==> src/rtl/shared_buffer_allocator.sv <==
// shared_buffer_allocator: round-robin per-VC slot allocator with reserved/max occupancy over a shared bank.
// Optional macro SHARED_BUFFER_ALLOC_ERR_CHECK_EN drops illegal frees and raises a sticky alloc_error.
module shared_buffer_allocator #(
    parameter int num_vcs = 4,
    parameter int memory_bank_depth = 32,
    parameter int reserved_per_vc = 2,
    parameter int max_per_vc = 16,
    localparam int addr_width = $clog2(memory_bank_depth),
    localparam int vc_idx_width = (num_vcs > 1) ? $clog2(num_vcs) : 1,
    localparam int cnt_width = $clog2(memory_bank_depth + 1)
) (
    input  logic                    clk,
    input  logic                    reset,
    input  logic [num_vcs-1:0]      alloc_req,
    output logic [num_vcs-1:0]      alloc_gnt,
    output logic [addr_width-1:0]   alloc_slot,
    input  logic                    free_valid,
    input  logic [vc_idx_width-1:0] free_vc,
    input  logic [addr_width-1:0]   free_slot,
    output logic [num_vcs-1:0]      vc_can_alloc,
    output logic                    trk_read_enable,
    input  logic [addr_width-1:0]   trk_next_available_slot,
    input  logic                    trk_memory_bank_empty,
    output logic                    trk_write_enable,
    output logic [addr_width-1:0]   trk_new_freed_slot,
    output logic                    alloc_error
);
    localparam logic [cnt_width-1:0] res_c = cnt_width'(reserved_per_vc);
    localparam logic [cnt_width-1:0] max_c = cnt_width'(max_per_vc);
    localparam logic [cnt_width-1:0] depth_c = cnt_width'(memory_bank_depth);
    localparam logic [cnt_width-1:0] one_c = cnt_width'(1);

    logic [cnt_width-1:0]    occ_q [num_vcs];
    logic [cnt_width-1:0]    occ_d [num_vcs];
    logic [cnt_width-1:0]    free_count_q, free_count_d, res_out;
    logic [vc_idx_width-1:0] rr_ptr_q, rr_ptr_d, win_vc;
    logic [num_vcs-1:0]      alloc_gnt_q, alloc_gnt_d, cand, inc_v, dec_v;
    logic [addr_width-1:0]   alloc_slot_q, alloc_slot_d;
    logic                    win, free_ok, free_illegal;

    // Slots still owed to VCs below their reservation are not lendable to others.
    always_comb begin
        res_out = '0;
        vc_can_alloc = '0;
        for (int v = 0; v < num_vcs; v++)
            res_out = res_out + ((occ_q[v] < res_c) ? res_c - occ_q[v] : '0);
        for (int v = 0; v < num_vcs; v++)
            vc_can_alloc[v] = (occ_q[v] < max_c) && (free_count_q != '0) && !trk_memory_bank_empty
                              && ((occ_q[v] < res_c) || (free_count_q > res_out));
    end

    // Scan downward so the last hit is the first candidate at or after rr_ptr.
    always_comb begin
        cand = alloc_req & vc_can_alloc;
        win = 1'b0;
        win_vc = rr_ptr_q;
        for (int i = num_vcs - 1; i >= 0; i--)
            if (cand[(int'(rr_ptr_q) + i) % num_vcs]) begin
                win = 1'b1;
                win_vc = vc_idx_width'((int'(rr_ptr_q) + i) % num_vcs);
            end
    end

`ifdef SHARED_BUFFER_ALLOC_ERR_CHECK_EN
    logic alloc_error_q;
    assign free_illegal = free_valid && ((occ_q[free_vc] == '0) || (free_count_q == depth_c));
    assign alloc_error = alloc_error_q;
    always_ff @(posedge clk) begin
        if (!reset)
            alloc_error_q <= 1'b0;
        else
            alloc_error_q <= alloc_error_q | free_illegal;
    end
`else
    assign free_illegal = 1'b0;
    assign alloc_error = 1'b0;
`endif

    assign free_ok = free_valid && !free_illegal;
    assign trk_read_enable = win;
    assign trk_write_enable = free_ok;
    assign trk_new_freed_slot = free_slot;
    assign alloc_gnt = alloc_gnt_q;
    assign alloc_slot = alloc_slot_q;

    always_comb begin
        inc_v = win ? (num_vcs'(1) << win_vc) : '0;
        dec_v = free_ok ? (num_vcs'(1) << free_vc) : '0;
        for (int v = 0; v < num_vcs; v++)
            occ_d[v] = (inc_v[v] && !dec_v[v] && occ_q[v] < max_c) ? occ_q[v] + one_c :
                       (dec_v[v] && !inc_v[v] && occ_q[v] != '0) ? occ_q[v] - one_c : occ_q[v];
        free_count_d = (win && !free_ok && free_count_q != '0) ? free_count_q - one_c :
                       (free_ok && !win && free_count_q != depth_c) ? free_count_q + one_c : free_count_q;
        rr_ptr_d = !win ? rr_ptr_q :
                   (win_vc == vc_idx_width'(num_vcs - 1)) ? '0 : win_vc + vc_idx_width'(1);
        alloc_gnt_d = inc_v;
        alloc_slot_d = win ? trk_next_available_slot : alloc_slot_q;
    end

    always_ff @(posedge clk) begin
        if (!reset) begin
            for (int v = 0; v < num_vcs; v++)
                occ_q[v] <= '0;
            free_count_q <= depth_c;
            rr_ptr_q <= '0;
            alloc_gnt_q <= '0;
            alloc_slot_q <= '0;
        end else begin
            for (int v = 0; v < num_vcs; v++)
                occ_q[v] <= occ_d[v];
            free_count_q <= free_count_d;
            rr_ptr_q <= rr_ptr_d;
            alloc_gnt_q <= alloc_gnt_d;
            alloc_slot_q <= alloc_slot_d;
        end
    end
endmodule

==> config.mk <==
export PLATFORM = sky130hd
export DESIGN_NAME = shared_buffer_allocator
export DESIGN_NICKNAME = d
export VERILOG_FILES = /design/src/rtl/shared_buffer_allocator.sv
export SDC_FILE = /design/constraint.sdc
export NUM_CORES = 1
export LEC_CHECK = 0
export ABC_AREA = 1
export BUFFER_PORTS_ARGS = -buffer_cell sky130_fd_sc_hd__buf_2
export CAP_MARGIN = 20
export CELL_PAD_IN_SITES_DETAIL_PLACEMENT = 0
export CELL_PAD_IN_SITES_GLOBAL_PLACEMENT = 1
export CORE_MARGIN = 5
export CORE_UTILIZATION = 47
export CTS_CLUSTER_SIZE = 10
export DETAILED_ROUTE_END_ITERATION = 12
export PLACE_DENSITY_LB_ADDON = 0.1
export SLEW_MARGIN = 10
export SYNTH_ARGS = -nofsm -noshare
export SYNTH_HDL_FRONTEND = slang
export SYNTH_SLANG_ARGS = --single-unit
==> constraint.sdc <==
create_clock -name clk -period 11.1 [get_ports clk]
set_input_delay 1.11 -clock clk [delete_from_list [all_inputs] [get_ports clk]]
set_output_delay 1.11 -clock clk [all_outputs]
set_load 0.02 [all_outputs]
==> results of run 1 <==
==> cells by family (layout without fill, tap and decap cells) <==
family,after synthesis,after routing,synth area share (%)
AO/OA/AOI/OAI,77,77,10.9
AND/OR/NAND/NOR,229,229,30.0
flip-flops,41,41,21.3
adder cells (fa/ha/maj),62,62,23.1
other,2,9,0.195
buffers and inverters,88,111,9.81
XOR/XNOR,21,21,4.78
==> per-layer routing <==
metal / global-route usage (%) / vias to the layer above
met1: 23.6 / 1480
met2: 30.4 / 40
met3: 2.84 / 14
li1: - / 1721
met4: 6.53 / 0
met5: 0 / -
==> cells in the mapped netlist, types with 7 or more instances <==
| master | number |
|---|---|
| a21oi_1 | 26 |
| buf_4 | 8 |
| dfxtp_1 | 41 |
| fa_1 | 15 |
| ha_1 | 47 |
| inv_1 | 67 |
| nand2_1 | 70 |
| nand2_2 | 14 |
| nand3_1 | 21 |
| nand4_1 | 9 |
| nor2_1 | 76 |
| nor2_2 | 7 |
| o21ai_0 | 29 |
| o21ai_1 | 8 |
| xnor2_1 | 8 |
| xor2_1 | 13 |
==> worst max-delay path by stage <==
| stage | start | endpoint | cells after the start |
|---|---|---|---|
| detailed placement | occ_q[1][0]$_SDFFE_PN0P_ | occ_q[3][5]$_SDFFE_PN0P_ | 44 |
| global route | occ_q[1][0]$_SDFFE_PN0P_ | occ_q[3][5]$_SDFFE_PN0P_ | 44 |
| global placement | occ_q[1][0]$_SDFFE_PN0P_ | occ_q[3][5]$_SDFFE_PN0P_ | 44 |
| finish | occ_q[1][0]$_SDFFE_PN0P_ | occ_q[3][5]$_SDFFE_PN0P_ | 44 |
| floorplan | occ_q[2][0]$_SDFFE_PN0P_ | occ_q[0][5]$_SDFFE_PN0P_ | 41 |
| CTS | occ_q[1][0]$_SDFFE_PN0P_ | occ_q[3][5]$_SDFFE_PN0P_ | 44 |
==> metrics by stage <==
step,setup WS [ns],hold slack (ns),instances,util (%),area (µm²)
floorplan,4.61,0.466,527,-,3880
CTS,3.69,0.523,655,51.1,4140
finish,3.70,0.518,655,51.1,4140
detailed placement,3.72,0.500,647,50.2,4060
global placement,3.90,0.488,647,50.2,4060
global route,2.88,0.574,655,51.1,4140
==> worst max-delay path: cells and delay by family, from the launching register on <==
| kind | cells | cell delay, ns |
|---|---|---|
| AOI/OAI and AO/OA | 2 | 0.42 |
| xor gates and xnor gates | 3 | 0.48 |
| adders and majority gates | 8 | 2.82 |
| buffers and inverters | 3 | 0.32 |
| DFF | 1 | 0.45 |
| and+or+nand+nor | 28 | 2.78 |
==> layout make-up <==
cell class                      instances  area share, %
Timing Repair Buffer                   29           3.51
Multi-Input combinational cell        398           64.7
Tap cell                              105           3.17
Clock buffer                            8           1.93
Inverter                               74           6.83
Sequential cell                        41           19.8
==> state kept, by name, indices dropped and copies added, names as in the netlist <==
register	flops
occ_q	24
free_count_q	6
alloc_slot	5
alloc_gnt	4
rr_ptr_q	2
==> metrics.md, run 1 <==
| Metric | Value |
|---|---|
| Worst EP required | `11.30 ns` |
| Num Clock Sinks | `41` |
| DRC viols | `0` |
| FP Rows | `33` |
| Clock-pin slew on the worst setup and hold paths | `0.08 ns` |
| Total global-route track usage | `18.1%` |
| Minimum clock period | `7.40 ns` |
| CTS Root Cell | `clkbuf_8` |
| Reg2Reg Depth | `44` |
| Slew Viols, Final | `0` |
| Post-synth top area cell | `dfxtp_1` |
| Final Hold Vio Count | `0` |
| DP HPWL | `6720 µm` |
| Slowest CP cell | `fa_1` |
| Total gr overflow | `0` |
| Post-Syn Area per Cell | `7.41 µm²` |
| Core area | `0.00809 mm²` |
| Clock buffer count from CTS | `5` |
| Nets | `631` |
| Wl on met1 | `3940 µm` |
| Total die area | `0.0101 mm²` |
| Via Count | `3255` |
| Mapped Cells | `520` |
| FF+latch count, synth | `41` |
| Top_reg_cell synth | `dfxtp_1` |
| Top sig layer | `met4` |
| Worst-path fanout max | `8` |
| Area growth syn-to-layout | `7.47%` |
| Vias/cell | `4.97` |
| Gpl congestion | `0.818` |
| Worst setup SP type | `flop` |
| Postcts setup bufs | `0` |
| Crit path DAT | `7.59 ns` |
| Worst hold stages | `1` |
| Max Fclk | `135 MHz` |
| Largest cells by area after synthesis | `dfxtp_1, ha_1, fa_1` |
| Worst slew margin | `53.5%` |
| Final period util | `66.6%` |
| Crit path top cell by count | `nand2_1` |
| Tightest Pin Transition | `0.697 ns` |
| Buffers added on ports | `29` |
| Layout cell share with drive strength beyond 1 | `15.8%` |
| RSZ-0062 raised after global routing | `no` |
| FILL cells | `853` |
| Worst path max stage delay | `0.49 ns` |
| Sequential area share after synthesis | `21.3%` |
| FF-to-FF End | `occ_q[3][5]$_SDFFE_PN0P_` |
| WL met3 | `278 µm` |
| Ys Warns | `0` |
| MaxCap Viol Count | `0` |
| Setup TNS | `0 ns` |
| Ant diodes | `0` |
| Reg area | `821 µm²` |
| Share of the synthesized area in the top cell type | `21.3%` |
| First-pass GRT wire length | `14800 µm` |
| Worst reg2reg setup slack | `3.70 ns` |
| Area occupied by multi-input gates | `0.00268 mm²` |
| First-pass iteration count of the detailed router | `4` |
| Drt wl/cell | `12.7 µm` |
| Async set-reset flop share out of synthesis | `0%` |
| Crit Path Class | `reg -> reg` |
| Status | `finished, final reports clean` |
| Metal2 WL | `3870 µm` |
| Vias in the first global route | `3275` |
| I/O pins | `41` |
| Worst-Skew Late Latency | `0.30 ns` |
| Final ANT Viol Nets | `0` |
| H-tree Lvls | `2` |
| Clk_skew | `0.0103 ns` |
| Crit end category | `flop` |
| Reg-to-reg startpoint | `occ_q[1][0]$_SDFFE_PN0P_` |
| Worst hold endpoint | `free_count_q[0]$_SDFFE_PN0P_` |
| Worst min path class | `reg -> reg` |
| EDFF count, synth | `0` |
| Most common cell after layout, fill and taps aside | `nor2_1` |
| Initial antenna violation count | `0` |
| CTS max path bufs | `2` |
| Largest net degree at the start of global routing | `39` |
| Post-CTS sizing | `0` |
| Number of DRC markers in iteration 0 | `62` |
| CTS Hold Bufs | `0` |
| Die Wd | `101 µm` |
| Final setup vio count | `0` |
| Die height | `101 µm` |
| CTS tree | `built` |
| Most frequent cells in the layout | `nor2_1, nand2_1, inv_1, ha_1, dfxtp_1` |
| Number of library cell types mapped by synthesis | `38` |
| Routed Wire Length | `8330 µm` |
| Mapped Area | `0.00385 mm²` |
| Initial Util | `47.6%` |
| Min-delay src | `free_count_q[0]$_SDFFE_PN0P_` |
Power of run 1 is not shown: default switching activity piles up to over one toggle a cycle in this logic, so the estimate is an artifact.
==> inputs of run 2 (changes only) <==
Settings changed: CORE_UTILIZATION 47 to 44.
Clock period 11.1 ns to 7 ns, I/O delays scaled along.
==> metrics.md, run 2 (synthesis gave the netlist of run 1 again) <==
| Metric | Value |
|---|---|
| Status | `finished, final reports clean` |
| Cell family with most CP delay | `simple AND/OR/NAND/NOR gates` |
| Crit path buf inv count | `3 (unchanged)` |
| Vias/cell | `4.87 (-1.9%)` |
| Core area | `0.00864 mm² (+6.7%)` |
| Worst EP required | `7.22 ns (-4.08 ns)` |
| MaxCap Viol Count | `0 (unchanged)` |
| FP Rows | `34 (+3.0%)` |
| Buffers added on ports | `29 (unchanged)` |
| Routed Wire Length | `8590 µm (+3.2%)` |
| Drt wl/cell | `12.8 µm (+0.71%)` |
| Final Core Density | `52.0% (+0.88 points)` |
| Max Fclk | `153 MHz (+13%)` |
| Slowest CP cell | `fa_1` |
| Die height | `104 µm (+3.0%)` |
| Clock-pin slew on the worst setup and hold paths | `0.10 ns (+0.02 ns)` |
| Gpl congestion | `0.863 (+5.5%)` |
| Worst path max stage delay | `0.51 ns (+0.02 ns)` |
| Placed cell count | `658 (+1.7%)` |
| Initial antenna violation count | `0 (unchanged)` |
| Most frequent cells in the layout | `nor2_1, inv_1, nand2_1, ha_1, dfxtp_1` |
| Reg with most FFs | `occ_q` |
| Worst hold margin | `0.520 ns (+0.00158 ns)` |
| Setup TNS | `0 ns (unchanged)` |
| Final setup vio count | `0 (unchanged)` |
| Crit Path Class | `reg -> reg` |
| Number of flip-flops in the largest register | `24 (unchanged)` |
| Final period util | `93.6% (+27 points)` |
| H-tree Lvls | `2 (unchanged)` |
| Final Non-Filler Cells | `671 (+2.4%)` |
| Area growth syn-to-layout | `16.7%` |
| CTS Hold Bufs | `0 (unchanged)` |
| Die Wd | `104 µm (+3.0%)` |
| Worst-path fanout max | `8 (unchanged)` |
| First-pass iteration count of the detailed router | `4 (unchanged)` |
| Minimum clock period | `6.55 ns (-0.846 ns)` |
| Number of DRC markers in iteration 0 | `88 (+42%)` |
| Nets | `644 (+2.1%)` |
| Initial Util | `44.6% (-3.0 points)` |
| Total gr overflow | `0 (unchanged)` |
| First-pass GRT wire length | `14800 µm (-0.14%)` |
| DRC viols | `0 (unchanged)` |
| Worst min path class | `reg -> reg` |
| CTS max path bufs | `2 (unchanged)` |
| Total die area | `0.0107 mm² (+6.1%)` |
| Slew Viols, Final | `0 (unchanged)` |
| Total global-route track usage | `16.3% (-1.8 points)` |
| CTS Root Cell | `clkbuf_8` |
| Layout cell share with drive strength beyond 1 | `25.0% (+9.2 points)` |
| Num Clock Sinks | `41 (unchanged)` |
| CTS tree | `built` |
| DP HPWL | `6800 µm (+1.2%)` |
| Area occupied by multi-input gates | `0.00289 mm² (+7.7%)` |
| Final Hold Vio Count | `0 (unchanged)` |
| Most common cell after layout, fill and taps aside | `nor2_1` |
| Clk_skew | `0.0107 ns (+0.000340 ns)` |
| Crit path top cell by count | `nand2_1` |
| FILL cells | `879 (+3.0%)` |
| Clock buffer count from CTS | `5 (unchanged)` |
| Worst-Skew Late Latency | `0.32 ns (+0.02 ns)` |
| I/O pins | `41 (unchanged)` |
| Crit end category | `flop` |
| Worst slew margin | `55.0% (+1.4 points)` |
| Final ANT Viol Nets | `0 (unchanged)` |
| Worst setup SP type | `flop` |
| Via Count | `3270 (+0.46%)` |
| Tightest Pin Transition | `0.676 ns (-0.0213 ns)` |
| Crit path DAT | `6.77 ns (-0.82 ns)` |
| Vias in the first global route | `3125 (-4.6%)` |
| Largest net degree at the start of global routing | `39 (unchanged)` |
| Ant diodes | `0 (unchanged)` |
| Reg area | `830 µm² (+1.1%)` |
==> run 2: layout make-up <==
cell class | count | area share [%]
timing repair buffer | 42 | 5.40
clock buffer | 5 | 1.53
tap | 108 | 3.01
sequential | 41 | 18.5
inverter | 74 | 6.35
multi-input combinational | 398 | 64.2
clock inverter | 3 | 1.03
==> run 2: what timing repair did <==
item | CTS | global route
endpoints found under the setup margin | 3 | 19
resized for setup | 5 | 46
setup buffers | 0 | 5
cloned | 0 | 0
pin swaps | 0 | 16
==> run 2: stage by stage <==
| step | setup slack, ns | cell area (µm²) |
|---|---|---|
| after detailed placement | -0.0512 | 4120 |
| after CTS | 0.00319 | 4250 |
| after global placement | 0.0364 | 4120 |
| final | 0.450 | 4490 |
| after floorplan | 0.509 | 3880 |
| after global routing | -0.0784 | 4490 |
==> run 2: path summary, 6_finish.rpt <==
check	startpoint	end	slack [ns]	cells after the start
setup / recovery	occ_q[1][0]$_SDFFE_PN0P_	occ_q[1][5]$_SDFFE_PN0P_	0.45	44
setup reg to reg	occ_q[1][0]$_SDFFE_PN0P_	occ_q[1][5]$_SDFFE_PN0P_	0.45	44
hold reg to reg	alloc_slot[3]$_SDFFE_PN0P_	alloc_slot[3]$_SDFFE_PN0P_	0.52	2
hold / removal	alloc_slot[3]$_SDFFE_PN0P_	alloc_slot[3]$_SDFFE_PN0P_	0.52	2
==> run 2: worst min-delay path, stage by stage, from the launching register on <==
cell and delay [ns]:
dfxtp_1 0.33, o21ai_0 0.08, nor2_1 0.08
==> run 2: routing by layer <==
metal  global-route usage [%]  vias up  share of wire, %
li1                         -     1742                 -
met1                     20.7     1487                46
met2                     28.4       31                49
met3                     3.11       10               3.3
met4                     3.94        0               1.1
met5                        0        -                 0
Power of run 2 is left out for the same reason.
==> inputs of run 3 (changes only) <==
Settings changed: ABC_AREA 1 to default, CORE_UTILIZATION 44 to 41.
Clock period 7 ns to 5.64 ns, I/O delays scaled along.
==> metrics.md, run 3 <==
| Metric | Value |
|---|---|
| Number of library cell types mapped by synthesis | `60 (+58%)` |
| Sequential area share after synthesis | `21.3% (about the same)` |
| Crit path top cell by count | `buf_6` |
| Slew Viols, Final | `0 (unchanged)` |
| CTS Hold Bufs | `0 (unchanged)` |
| Number of flip-flops in the largest register | `24 (unchanged)` |
| EDFF count, synth | `0 (unchanged)` |
| Share of the synthesized area in the top cell type | `21.3% (about the same)` |
| Ys Warns | `0 (unchanged)` |
| Worst min path class | `reg -> reg` |
| Worst path max stage delay | `0.48 ns (-0.03 ns)` |
| Async set-reset flop share out of synthesis | `0% (unchanged)` |
| Number of DRC markers in iteration 0 | `131 (+49%)` |
| Final period util | `121% (+27 points)` |
| Reg-to-reg startpoint | `occ_q[2][4]$_SDFFE_PN0P_` |
| Drt wl/cell | `14.9 µm (+16%)` |
| Crit path DAT | `7.04 ns (+0.27 ns)` |
| Gpl congestion | `0.827 (-4.2%)` |
| Mapped Area | `0.00385 mm² (about the same)` |
| Final ANT Viol Nets | `0 (unchanged)` |
| Vias in the first global route | `3624 (+16%)` |
| Vias/cell | `5.15 (+5.7%)` |
| FP Rows | `35 (+2.9%)` |
| Largest net degree at the start of global routing | `58 (+49%)` |
| Reg with most FFs | `occ_q` |
| First-pass GRT wire length | `17100 µm (+16%)` |
| Worst slew margin | `36.7% (-18 points)` |
| Worst-Skew Late Latency | `0.30 ns (-0.02 ns)` |
| First-pass iteration count of the detailed router | `6 (+2)` |
| RSZ-0062 raised after global routing | `yes` |
| Nets | `692 (+7.5%)` |
| Slowest CP cell | `fa_1` |
| Worst hold stages | `2 (unchanged)` |
| Die Wd | `107 µm (+3.3%)` |
| Final Hold Vio Count | `0 (unchanged)` |
| Buffers added on ports | `29 (unchanged)` |
| CTS Root Cell | `clkbuf_8` |
| Min-delay src | `alloc_slot[2]$_SDFFE_PN0P_` |
| Most frequent cells in the layout | `buf_4, nand2_1, dfxtp_1, ha_1, buf_6` |
| Worst EP required | `5.88 ns (-1.34 ns)` |
| Minimum clock period | `6.81 ns (+0.256 ns)` |
| Post-synth top area cell | `dfxtp_1` |
| Total global-route track usage | `18.5% (+2.2 points)` |
| DP HPWL | `7760 µm (+14%)` |
| Worst-path fanout max | `6 (-2)` |
| Via Count | `3718 (+14%)` |
| Worst setup SP type | `flop` |
| CTS tree | `built` |
| Initial Util | `41.9% (-2.7 points)` |
| Tightest Pin Transition | `0.950 ns (+0.274 ns)` |
| Crit Path Class | `reg -> reg` |
| Worst hold endpoint | `alloc_slot[2]$_SDFFE_PN0P_` |
| Largest cells by area after synthesis | `dfxtp_1, ha_1, fa_1` |
| Crit end category | `flop` |
| Status | `finished, violations left` |
| Initial antenna violation count | `0 (unchanged)` |
| Total gr overflow | `0 (unchanged)` |
| DRC viols | `0 (unchanged)` |
| Layout cell share with drive strength beyond 1 | `46.2% (+21 points)` |
| FILL cells | `781 (-11%)` |
| MaxCap Viol Count | `0 (unchanged)` |
| CTS max path bufs | `2 (unchanged)` |
| Top_reg_cell synth | `dfxtp_1` |
| Post-Syn Area per Cell | `8.76 µm² (+18%)` |
| Core area | `0.00920 mm² (+6.5%)` |
| Die height | `107 µm (+3.3%)` |
| Num Clock Sinks | `41 (unchanged)` |
| Worst hold margin | `0.448 ns (-0.0716 ns)` |
| Mapped Cells | `440 (-15%)` |
| I/O pins | `41 (unchanged)` |
| FF+latch count, synth | `41 (unchanged)` |
| H-tree Lvls | `2 (unchanged)` |
| Ant diodes | `0 (unchanged)` |
| Area growth syn-to-layout | `54.2%` |
| Routed Wire Length | `10700 µm (+25%)` |
| Max Fclk | `147 MHz (-3.8%)` |
| Synth cell count leaders | `ha_1, nand2_1, dfxtp_1` |
| Total die area | `0.0114 mm² (+6.7%)` |
| Clock-pin slew on the worst setup and hold paths | `0.09 ns (about the same)` |
| Most common cell after layout, fill and taps aside | `buf_4` |
| Worst reg2reg setup slack | `-1.17 ns (-1.62 ns)` |
| FF-to-FF End | `occ_q[1][5]$_SDFFE_PN0P_` |
| Reg2Reg Depth | `33 (-25%)` |
| Clk_skew | `0.0111 ns (+0.000470 ns)` |
| Final setup vio count | `36 (+36)` |
| Failing checks | `setup timing` |
| Clock buffer count from CTS | `5 (unchanged)` |
| Final WS setup | `-1.17 ns (-1.62 ns)` |
| Count leader, synth | `ha_1` |
run 3: cell count changes after synthesis, sizes merged, moves of 7 or more:
cell / change
nor2: -68
nand2: -43
inv: -38
a21o: +15
xnor2: +12
a21boi: +10
o21ai: -10
nand4: -9
a21oi: -8
or2: -8
nor4: +7
run 3: critical path, delay by kind of cell (launching register included):
kind / cells / cell delay, ns
buffers and inverters: 3 / 0.37
adders and majority gates: 7 / 2.17
and+or+nand+nor: 8 / 1.26
AOI/OAI and AO/OA: 12 / 2.13
xor gates and xnor gates: 3 / 0.46
DFF: 1 / 0.32
run 3: worst max-delay path by stage:
stage                                  start                        to  slack, ns  cells past startpoint
floorplan           occ_q[2][4]$_SDFFE_PN0P_  occ_q[0][5]$_SDFFE_PN0P_      -1.19                     34
global placement    occ_q[2][4]$_SDFFE_PN0P_  occ_q[0][5]$_SDFFE_PN0P_      -1.20                     33
detailed placement  occ_q[2][4]$_SDFFE_PN0P_  occ_q[0][5]$_SDFFE_PN0P_      -1.40                     33
CTS                 occ_q[2][4]$_SDFFE_PN0P_  occ_q[0][5]$_SDFFE_PN0P_      -1.24                     31
global route        occ_q[1][0]$_SDFFE_PN0P_  occ_q[3][5]$_SDFFE_PN0P_      -1.58                     34
finish              occ_q[2][4]$_SDFFE_PN0P_  occ_q[1][5]$_SDFFE_PN0P_      -1.17                     33
run 3: area by class of cell:
| class | count | area (µm²) | share of cell area (%) |
|---|---|---|---|
| multi-input cells | 353 | 3330 | 56.0 |
| repair buffers | 174 | 1380 | 23.2 |
| flip-flops and latches | 41 | 828 | 13.9 |
| well taps | 111 | 139 | 2.34 |
| inverters | 35 | 134 | 2.25 |
| clock buffers | 5 | 68.8 | 1.16 |
| clock inverters | 3 | 65.1 | 1.09 |
run 3: logic make-up (layout without fill, tap and decap cells):
| family | Yosys count | after routing | share of synthesized area (%) |
|---|---|---|---|
| AOI/OAI and AO/OA | 113 | 113 | 23.0 |
| xor gates and xnor gates | 27 | 27 | 6.13 |
| adders and majority gates | 62 | 62 | 23.0 |
| buffers and inverters | 56 | 217 | 6.56 |
| DFF | 41 | 41 | 21.3 |
| muxes | 4 | 7 | 2.34 |
| other | 2 | 9 | 0.195 |
| and+or+nand+nor | 135 | 135 | 17.5 |
run 3: repair_timing:
action | CTS | global route
gates resized for setup | 49 | 87
cloned | 1 | 2
setup endpoints to repair | 46 | 46
setup buffers | 11 | 24
pin swaps | 25 | 58
run 3: per-stage QoR:
stage | setup TNS (ns) | util (%) | cells | setup WS (ns) | instance area, µm²
final | -27.17 | 64.7 | 722 | -1.17 | 5950
after global routing | -40.26 | 64.7 | 722 | -1.58 | 5950
after CTS | -31.71 | 59.1 | 700 | -1.24 | 5430
after detailed placement | -32.72 | 54.7 | 680 | -1.40 | 5030
after global placement | -27.06 | 54.7 | 680 | -1.20 | 5030
after floorplan | -19.87 | - | 447 | -1.19 | 4010
run 3: metal layers:
metal	part of all wire [%]	GRT usage (%)
met1	48	24.6
met5	0	0
met3	3.0	2.59
met2	48	31.8
met4	1.1	4.20
Power of run 3 is left out for the same reason.
